`src/rtl/pit_access_arbiter_if.sv`:
```
// Request/response/table bundle around the PIT access arbiter.
// The slave modport is the arbiter's view; master is the requesters plus the table.
interface pit_access_arbiter_if #(
  parameter int PREFIX_W = 64,
  parameter int LEN_W    = 6
);
  logic                int_req_valid;
  logic                int_req_ready;
  logic [PREFIX_W-1:0] int_prefix;
  logic [LEN_W-1:0]    int_len;
  logic [1:0]          int_op;
  logic                int_rsp_valid;
  logic                int_rsp_hit;
  logic [PREFIX_W-1:0] int_rsp_entry;
  logic                int_rsp_err;

  logic                dat_req_valid;
  logic                dat_req_ready;
  logic [PREFIX_W-1:0] dat_prefix;
  logic [LEN_W-1:0]    dat_len;
  logic [1:0]          dat_op;
  logic                dat_rsp_valid;
  logic                dat_rsp_hit;
  logic [PREFIX_W-1:0] dat_rsp_entry;
  logic                dat_rsp_err;

  logic                tbl_valid;
  logic [PREFIX_W-1:0] tbl_prefix;
  logic [LEN_W-1:0]    tbl_len;
  logic [1:0]          tbl_op;
  logic                tbl_done;
  logic                tbl_hit;
  logic [PREFIX_W-1:0] tbl_entry;

  logic                busy;

  modport slave (
    input  int_req_valid, int_prefix, int_len, int_op,
    input  dat_req_valid, dat_prefix, dat_len, dat_op,
    input  tbl_done, tbl_hit, tbl_entry,
    output int_req_ready, int_rsp_valid, int_rsp_hit, int_rsp_entry, int_rsp_err,
    output dat_req_ready, dat_rsp_valid, dat_rsp_hit, dat_rsp_entry, dat_rsp_err,
    output tbl_valid, tbl_prefix, tbl_len, tbl_op, busy
  );

  modport master (
    output int_req_valid, int_prefix, int_len, int_op,
    output dat_req_valid, dat_prefix, dat_len, dat_op,
    output tbl_done, tbl_hit, tbl_entry,
    input  int_req_ready, int_rsp_valid, int_rsp_hit, int_rsp_entry, int_rsp_err,
    input  dat_req_ready, dat_rsp_valid, dat_rsp_hit, dat_rsp_entry, dat_rsp_err,
    input  tbl_valid, tbl_prefix, tbl_len, tbl_op, busy
  );
endinterface

```
`src/rtl/pit_access_arbiter.sv`:
```
// Round-robin owner of the single PIT table port: one operation in flight,
// completion or timeout turns into a one-cycle response to the owning side.
//   state | meaning
//   IDLE  | arbitrate, accept one request
//   ISSUE | one-cycle strobe to the table, clear timeout counter
//   WAIT  | wait for tbl_done or timeout
//   RESP  | pulse rsp_valid to owner, record last grant
module pit_access_arbiter #(
  parameter int PREFIX_W = 64,
  parameter int LEN_W    = 6,
  parameter int TIMEOUT  = 16
) (
  input logic               clk_i,
  input logic               rst_ni,
  pit_access_arbiter_if.slave bus
);

  localparam int CNT_W = (TIMEOUT > 2) ? $clog2(TIMEOUT) : 1;
  localparam logic [CNT_W-1:0] CNT_LAST = CNT_W'(TIMEOUT - 1);
  localparam logic SIDE_INT = 1'b0;
  localparam logic SIDE_DAT = 1'b1;

  typedef enum logic [1:0] {S_IDLE, S_ISSUE, S_WAIT, S_RESP} state_t;

  state_t              state_q, state_d;
  logic                owner_q, owner_d;
  logic                last_grant_q, last_grant_d;
  logic [CNT_W-1:0]    cnt_q, cnt_d;
  logic [PREFIX_W-1:0] prefix_q, prefix_d;
  logic [LEN_W-1:0]    len_q, len_d;
  logic [1:0]          op_q, op_d;
  logic                hit_q, hit_d;
  logic [PREFIX_W-1:0] entry_q, entry_d;
  logic                err_q, err_d;

  logic                grant_int, grant_dat;
  logic [PREFIX_W-1:0] sel_prefix;
  logic [LEN_W-1:0]    sel_len;
  logic [1:0]          sel_op;

  // On a tie the side that did not own the last operation wins.
  always_comb begin
    grant_int  = bus.int_req_valid && (!bus.dat_req_valid || last_grant_q == SIDE_DAT);
    grant_dat  = bus.dat_req_valid && (!bus.int_req_valid || last_grant_q == SIDE_INT);
    sel_prefix = grant_dat ? bus.dat_prefix : bus.int_prefix;
    sel_len    = grant_dat ? bus.dat_len    : bus.int_len;
    sel_op     = grant_dat ? bus.dat_op     : bus.int_op;
  end

  always_ff @(posedge clk_i or negedge rst_ni) begin
    if (!rst_ni) begin
      state_q      <= S_IDLE;
      owner_q      <= SIDE_INT;
      last_grant_q <= SIDE_DAT;
      cnt_q        <= '0;
      prefix_q     <= '0;
      len_q        <= '0;
      op_q         <= '0;
      hit_q        <= 1'b0;
      entry_q      <= '0;
      err_q        <= 1'b0;
    end else begin
      state_q      <= state_d;
      owner_q      <= owner_d;
      last_grant_q <= last_grant_d;
      cnt_q        <= cnt_d;
      prefix_q     <= prefix_d;
      len_q        <= len_d;
      op_q         <= op_d;
      hit_q        <= hit_d;
      entry_q      <= entry_d;
      err_q        <= err_d;
    end
  end

  always_comb begin
    state_d      = state_q;
    owner_d      = owner_q;
    last_grant_d = last_grant_q;
    cnt_d        = cnt_q;
    prefix_d     = prefix_q;
    len_d        = len_q;
    op_d         = op_q;
    hit_d        = hit_q;
    entry_d      = entry_q;
    err_d        = err_q;
    case (state_q)
      S_IDLE: begin
        if (grant_int || grant_dat) begin
          owner_d  = grant_dat;
          prefix_d = sel_prefix;
          len_d    = sel_len;
          op_d     = sel_op;
          // Zero-length prefixes and the reserved op never reach the table.
          if (sel_len == '0 || sel_op == 2'b11) begin
            err_d   = 1'b1;
            hit_d   = 1'b0;
            entry_d = '0;
            state_d = S_RESP;
          end else begin
            state_d = S_ISSUE;
          end
        end
      end
      S_ISSUE: begin
        cnt_d   = '0;
        state_d = S_WAIT;
      end
      S_WAIT: begin
        cnt_d = cnt_q + CNT_W'(1);
        if (bus.tbl_done) begin
          hit_d   = bus.tbl_hit;
          entry_d = bus.tbl_entry;
          err_d   = 1'b0;
          state_d = S_RESP;
        end else if (cnt_q == CNT_LAST) begin
          hit_d   = 1'b0;
          entry_d = '0;
          err_d   = 1'b1;
          state_d = S_RESP;
        end
      end
      S_RESP: begin
        last_grant_d = owner_q;
        state_d      = S_IDLE;
      end
      default: state_d = S_IDLE;
    endcase
  end

  // Ready is gated by reset so a requester holding valid sees no accept while reset is low.
  always_comb begin
    bus.int_req_ready = rst_ni && (state_q == S_IDLE) && grant_int;
    bus.dat_req_ready = rst_ni && (state_q == S_IDLE) && grant_dat;
    bus.tbl_valid     = (state_q == S_ISSUE);
    bus.tbl_prefix    = prefix_q;
    bus.tbl_len       = len_q;
    bus.tbl_op        = op_q;
    bus.int_rsp_valid = (state_q == S_RESP) && (owner_q == SIDE_INT);
    bus.dat_rsp_valid = (state_q == S_RESP) && (owner_q == SIDE_DAT);
    bus.int_rsp_hit   = hit_q;
    bus.int_rsp_entry = entry_q;
    bus.int_rsp_err   = err_q;
    bus.dat_rsp_hit   = hit_q;
    bus.dat_rsp_entry = entry_q;
    bus.dat_rsp_err   = err_q;
    bus.busy          = (state_q != S_IDLE);
  end

endmodule
```
`src/flat_wrapper.sv`:
```
// flat-port wrapper written by rule: the top's interface ports become plain ports
module pit_access_arbiter_flat 
#(
  parameter int PREFIX_W = 64,
  parameter int LEN_W    = 6,
  parameter int TIMEOUT  = 16
)
  (clk_i, rst_ni, bus_int_req_valid, bus_int_prefix, bus_int_len, bus_int_op, bus_dat_req_valid, bus_dat_prefix, bus_dat_len, bus_dat_op, bus_tbl_done, bus_tbl_hit, bus_tbl_entry, bus_int_req_ready, bus_int_rsp_valid, bus_int_rsp_hit, bus_int_rsp_entry, bus_int_rsp_err, bus_dat_req_ready, bus_dat_rsp_valid, bus_dat_rsp_hit, bus_dat_rsp_entry, bus_dat_rsp_err, bus_tbl_valid, bus_tbl_prefix, bus_tbl_len, bus_tbl_op, bus_busy);
  pit_access_arbiter_if #(.PREFIX_W(PREFIX_W), .LEN_W(LEN_W)) bus_i ();
  input logic clk_i;
  input logic rst_ni;
  input wire logic [$bits(bus_i.int_req_valid)-1:0] bus_int_req_valid;
  input wire logic [$bits(bus_i.int_prefix)-1:0] bus_int_prefix;
  input wire logic [$bits(bus_i.int_len)-1:0] bus_int_len;
  input wire logic [$bits(bus_i.int_op)-1:0] bus_int_op;
  input wire logic [$bits(bus_i.dat_req_valid)-1:0] bus_dat_req_valid;
  input wire logic [$bits(bus_i.dat_prefix)-1:0] bus_dat_prefix;
  input wire logic [$bits(bus_i.dat_len)-1:0] bus_dat_len;
  input wire logic [$bits(bus_i.dat_op)-1:0] bus_dat_op;
  input wire logic [$bits(bus_i.tbl_done)-1:0] bus_tbl_done;
  input wire logic [$bits(bus_i.tbl_hit)-1:0] bus_tbl_hit;
  input wire logic [$bits(bus_i.tbl_entry)-1:0] bus_tbl_entry;
  output wire logic [$bits(bus_i.int_req_ready)-1:0] bus_int_req_ready;
  output wire logic [$bits(bus_i.int_rsp_valid)-1:0] bus_int_rsp_valid;
  output wire logic [$bits(bus_i.int_rsp_hit)-1:0] bus_int_rsp_hit;
  output wire logic [$bits(bus_i.int_rsp_entry)-1:0] bus_int_rsp_entry;
  output wire logic [$bits(bus_i.int_rsp_err)-1:0] bus_int_rsp_err;
  output wire logic [$bits(bus_i.dat_req_ready)-1:0] bus_dat_req_ready;
  output wire logic [$bits(bus_i.dat_rsp_valid)-1:0] bus_dat_rsp_valid;
  output wire logic [$bits(bus_i.dat_rsp_hit)-1:0] bus_dat_rsp_hit;
  output wire logic [$bits(bus_i.dat_rsp_entry)-1:0] bus_dat_rsp_entry;
  output wire logic [$bits(bus_i.dat_rsp_err)-1:0] bus_dat_rsp_err;
  output wire logic [$bits(bus_i.tbl_valid)-1:0] bus_tbl_valid;
  output wire logic [$bits(bus_i.tbl_prefix)-1:0] bus_tbl_prefix;
  output wire logic [$bits(bus_i.tbl_len)-1:0] bus_tbl_len;
  output wire logic [$bits(bus_i.tbl_op)-1:0] bus_tbl_op;
  output wire logic [$bits(bus_i.busy)-1:0] bus_busy;
  assign bus_i.int_req_valid = bus_int_req_valid;
  assign bus_i.int_prefix = bus_int_prefix;
  assign bus_i.int_len = bus_int_len;
  assign bus_i.int_op = bus_int_op;
  assign bus_i.dat_req_valid = bus_dat_req_valid;
  assign bus_i.dat_prefix = bus_dat_prefix;
  assign bus_i.dat_len = bus_dat_len;
  assign bus_i.dat_op = bus_dat_op;
  assign bus_i.tbl_done = bus_tbl_done;
  assign bus_i.tbl_hit = bus_tbl_hit;
  assign bus_i.tbl_entry = bus_tbl_entry;
  assign bus_int_req_ready = bus_i.int_req_ready;
  assign bus_int_rsp_valid = bus_i.int_rsp_valid;
  assign bus_int_rsp_hit = bus_i.int_rsp_hit;
  assign bus_int_rsp_entry = bus_i.int_rsp_entry;
  assign bus_int_rsp_err = bus_i.int_rsp_err;
  assign bus_dat_req_ready = bus_i.dat_req_ready;
  assign bus_dat_rsp_valid = bus_i.dat_rsp_valid;
  assign bus_dat_rsp_hit = bus_i.dat_rsp_hit;
  assign bus_dat_rsp_entry = bus_i.dat_rsp_entry;
  assign bus_dat_rsp_err = bus_i.dat_rsp_err;
  assign bus_tbl_valid = bus_i.tbl_valid;
  assign bus_tbl_prefix = bus_i.tbl_prefix;
  assign bus_tbl_len = bus_i.tbl_len;
  assign bus_tbl_op = bus_i.tbl_op;
  assign bus_busy = bus_i.busy;
  pit_access_arbiter #(.PREFIX_W(PREFIX_W), .LEN_W(LEN_W), .TIMEOUT(TIMEOUT)) u_core (.clk_i(clk_i), .rst_ni(rst_ni), .bus(bus_i));
endmodule
```
`config.mk`:
```
export PLATFORM = sky130hd
export DESIGN_NAME = pit_access_arbiter_flat
export DESIGN_NICKNAME = d
export VERILOG_FILES = /design/src/rtl/pit_access_arbiter_if.sv /design/src/rtl/pit_access_arbiter.sv /design/src/flat_wrapper.sv
export SDC_FILE = /design/constraint.sdc
export NUM_CORES = 1
export LEC_CHECK = 0
export ABC_CLOCK_PERIOD_IN_PS = 3500
export CAP_MARGIN = 20
export CORE_AREA = 2 2 165 167
export CTS_BUF_LIST = sky130_fd_sc_hd__clkbuf_4
export DETAILED_ROUTE_END_ITERATION = 8
export DIE_AREA = 0 0 167 169
export PLACE_DENSITY_LB_ADDON = 0.1
export SYNTH_ARGS = -nofsm -noshare
export SYNTH_HDL_FRONTEND = slang
export SYNTH_SLANG_ARGS = --single-unit
```
`constraint.sdc`:
```
create_clock -name clk_i -period 3.5 [get_ports clk_i]
set_clock_uncertainty 0.2 [all_clocks]
set_input_delay 0.7 -clock clk_i [delete_from_list [all_inputs] [get_ports clk_i]]
set_output_delay 0.7 -clock clk_i [all_outputs]
set_load 0.01 [all_outputs]
```
==> results.py <==
metrics = {
    "floorplanning": {
        "rows": 60,
        "die_h_um": 169,
        "start_util_pct": 28.02,
        "ioPinCount": 424,
        "core-area_um2": 26500,
        "fp.dieW_um": 167,
        "dieArea_um2": 28220,
    },
    "global_route": {
        "antenna_found_initial": 1,
        "grt_pass1_vias": 6017,
        "grt.overflow.total": 0,
        "grt_max_degree": 73,
        "grt_pass1_wl_um": 36510,
        "grt_use_total_pct": 17.02,
    },
    "sta": {
        "relSlewSlack_pct": 50.57,
        "period_share_pct": 92.44,
        "tightest_slew_ns": 0.7347,
        "fmax_ghz": 0.3091,
        "rsz0062_at_grt": "no",
        "hold_viol": 0,
        "final-setup-viol-count": 0,
        "slew_violations": 0,
        "finalCriticalPeriod_ns": 3.235,
    },
    "critical_path": {
        "timing.rr.end": "u_core.bus.dat_rsp_entry[61]$_DFFE_PN0P_",
        "crit_arrival_ns": 2.34,
        "end_kind": "output pin",
        "required_ns": 2.60,
        "crit_cells": 5,
        "worst-path-max-fanout": 9,
        "crit_chain": "inv_1 -> ha_1 -> nand3_1 -> a21oi_1 -> clkdlybuf4s50_1",
        "regToRegSetupSlack_ns": 0.78,
        "crit_family": "buffers and inverters",
        "slowest_delay_ns": 0.55,
        "cp-start-kind": "flip-flop",
        "r2r_cells": 8,
        "slowest_stage": "clkdlybuf4s50_1",
        "critPathKind": "reg2out",
        "crit_buf_inv": 2,
        "r2r_start": "u_core.state_q[1]$_DFFE_PN0P_",
        "critPathCapture": "bus_int_req_ready",
        "cp-startpoint": "u_core.state_q[1]$_DFFE_PN0P_",
    },
    "routing": {
        "num_vias": 6057,
        "dr.pass1.iters": 4,
        "wirelength_um": 24640,
        "drc": 0,
        "wire_per_inst_um": 17.98,
        "drt_iter0_markers": 220,
        "viasPerCell": 4.421,
        "antenna_left": 0,
    },
    "placement": {
        "post-place-cells": 1338,
        "place_congestion": 0.7509,
        "portBuffers": 423,
        "place_hpwl_um": 19030,
    },
    "yosys": {
        "synthAdderAreaFrac_pct": 0.8425,
        "yosysWarnings": 0,
        "syn_nets": 881,
        "syn_inst": 662,
        "synth-simple-area-share_pct": 10.87,
        "muxShareOfSynthArea_pct": 21.87,
        "synth_top_family_by_area": "multiplexers",
        "synth_compound_area_share_pct": 6.453,
        "synth_xor_xnor_area_share_pct": 0,
        "yosysSeqAreaShare_pct": 49.22,
        "syn_area_per_cell_um2": 11.22,
        "syn_area_um2": 7426,
        "synth_ff_type": "dfrtp_1",
        "yosysUniqueCellTypes": 32,
        "synth_edf_count": 0,
        "synth_seq_cells": 146,
        "synthArstFlopShare_pct": 100.0,
    },
    "clocking": {
        "clockBufferDepth": 2,
        "ctsRootBufferMaster": "clkbuf_4",
        "holdBufCountCts": 0,
        "cts_num_sinks": 146,
        "cts_buffers": 17,
        "cts_tree": "built",
        "post_cts_buffers": 0,
        "ctsResizeCount": 0,
        "clkLatencyLatePin_ns": 0.52,
        "clkSlewWorstSetupHoldPaths_ns": 0.13,
        "cts.htree.levels": 4,
    },
    "power_and_ir_drop": {
        "p_per_area_nw_per_um2": 808.3,
        "power.static_leakage_uw": 0.005438,
        "peakVddDrop_mv": 0.3393,
    },
    "cells_and_area": {
        "layout-drive-gt1-share_pct": 12.74,
        "fill_cells": 2595,
        "synthToLayoutAreaGrowth_pct": 61.97,
        "final_cells": 1370,
        "utilization_pct": 45.39,
        "finish.net_count": 1235,
    },
    "run": {
        "drv_cap": 0,
    },
    "worst_hold_path": {
        "holdCritPathClass": "in2async",
    },
    "run_status": {
        "outcome": "finished clean",
    },
}
[area by class of cell]
class | count | area (um^2) | share of cell area (%)
antenna | 1 | 2.502 | 0.02081
clock buffer | 19 | 142.6 | 1.186
clock inverter | 12 | 230.2 | 1.914
inverter | 7 | 26.28 | 0.2185
multi-input combinational | 395 | 2994 | 24.89
sequential | 146 | 3655 | 30.39
tap | 341 | 426.7 | 3.547
timing repair buffer | 449 | 4551 | 37.83
[per-stage QoR]
stage / instance area (um^2) / setup TNS [ns] / worst slack (ns) / hold WS, ns / power [uW]
after global routing: 12030 / 0 / 0.06393 / 0.03048 / 10370
after detailed placement: 11650 / 0 / 0.02807 / 0.2692 / 8478
after CTS: 12030 / 0 / 0.1316 / 0.01675 / 9916
final: 12030 / 0 / 0.2646 / 0.07378 / 9722
after floorplan: 7426 / 0 / 0.9729 / 0.2044 / 5763
after global placement: 11650 / -0.03671 / -0.004963 / 0.2605 / 8446
[worst reg2reg max path: cells and delay by family, from the launching register on]
kind	cells	cell delay, ns
DFF	1	0.44
buffers and inverters	4	0.67
AOI/OAI and AO/OA	2	0.59
adders and majority gates	1	0.43
muxes	1	0.30
[per-layer routing]
metal / GRT usage (%) / routed length (um)
met5: 0 / 0
met1: 20.45 / 10290
met4: 5.735 / 444
met2: 28.90 / 11960
met3: 5.378 / 1944
[report_power, final]
part           switching (uW)  leakage, uW  internal, uW
logic                    2260      0.00335          3110
registers                 529      0.00190          2430
clock network             661     0.000190           730
total                    3450      0.00544          6270
[registers in the layout, summed over array words and instances (netlist names)]
signal                    flops
u_core.bus.tbl_len            6
u_core.bus.tbl_op             2
u_core.state_q                2
u_core.bus.dat_rsp_entry     64
u_core.owner_q                1
u_core.bus.dat_rsp_err        1
u_core.bus.dat_rsp_hit        1
u_core.last_grant_q           1
u_core.cnt_q                  4
u_core.bus.tbl_prefix        64
[worst min-delay path by stage]
stage,start,slack [ns],end
after floorplan,rst_ni,0.20,u_core.bus.dat_rsp_entry[0]$_DFFE_PN0P_
after global placement,u_core.bus.tbl_op[1]$_DFFE_PN0P_,0.26,u_core.bus.tbl_op[1]$_DFFE_PN0P_
after detailed placement,u_core.bus.tbl_prefix[31]$_DFFE_PN0P_,0.27,u_core.bus.tbl_prefix[31]$_DFFE_PN0P_
after CTS,rst_ni,0.02,u_core.bus.tbl_prefix[9]$_DFFE_PN0P_
after global routing,rst_ni,0.03,u_core.bus.tbl_prefix[10]$_DFFE_PN0P_
final,rst_ni,0.07,u_core.bus.tbl_prefix[10]$_DFFE_PN0P_
[cell families (layout without fill, tap and decap cells)]
| kind of cell | count (synthesis) | count (layout) |
|---|---|---|
| adder cells (fa/ha/maj) | 5 | 5 |
| AO/OA/AOI/OAI | 88 | 88 |
| buffers and inverters | 121 | 487 |
| flip-flops | 146 | 146 |
| AND/OR/NAND/NOR | 163 | 163 |
| other | 0 | 1 |
| multiplexers | 139 | 139 |
[layout by cell type, fill, tap and decap left out, types with 2 or more instances in the layout]
master	count
bufinv_16	6
clkbuf_4	19
mux2_2	26
nand3b_1	2
dfrtp_1	145
mux2_4	40
clkdlybuf4s50_1	421
and3_1	66
mux2i_1	73
ha_1	4
buf_4	16
nor2_1	2
nand2_1	81
and2_1	2
clkinvlp_4	2
clkinv_4	2
buf_12	10
nand3_1	6
o21ai_0	77
inv_6	2
nor4_1	2
inv_1	7
[Yosys cell counts, types with 2 or more instances]
cell type  number  share of area [%]
dfrtp_1       145                 49
nand2_1        81                4.1
o21ai_0        78                5.3
mux2i_1        73                9.8
buf_4          69                7.0
and3_1         66                5.6
mux2_4         40                8.1
clkbuf_1       30                1.5
mux2_2         26                3.9
buf_2          10               0.67
inv_1           7               0.35
nand3_1         6               0.40
ha_1            5               0.84
buf_12          4                1.1
and2_1          2               0.17
nand3b_1        2               0.20
nor2_1          2               0.10
nor4_1          2               0.17
No activity file was read; power rests on OpenSTA's default activity.
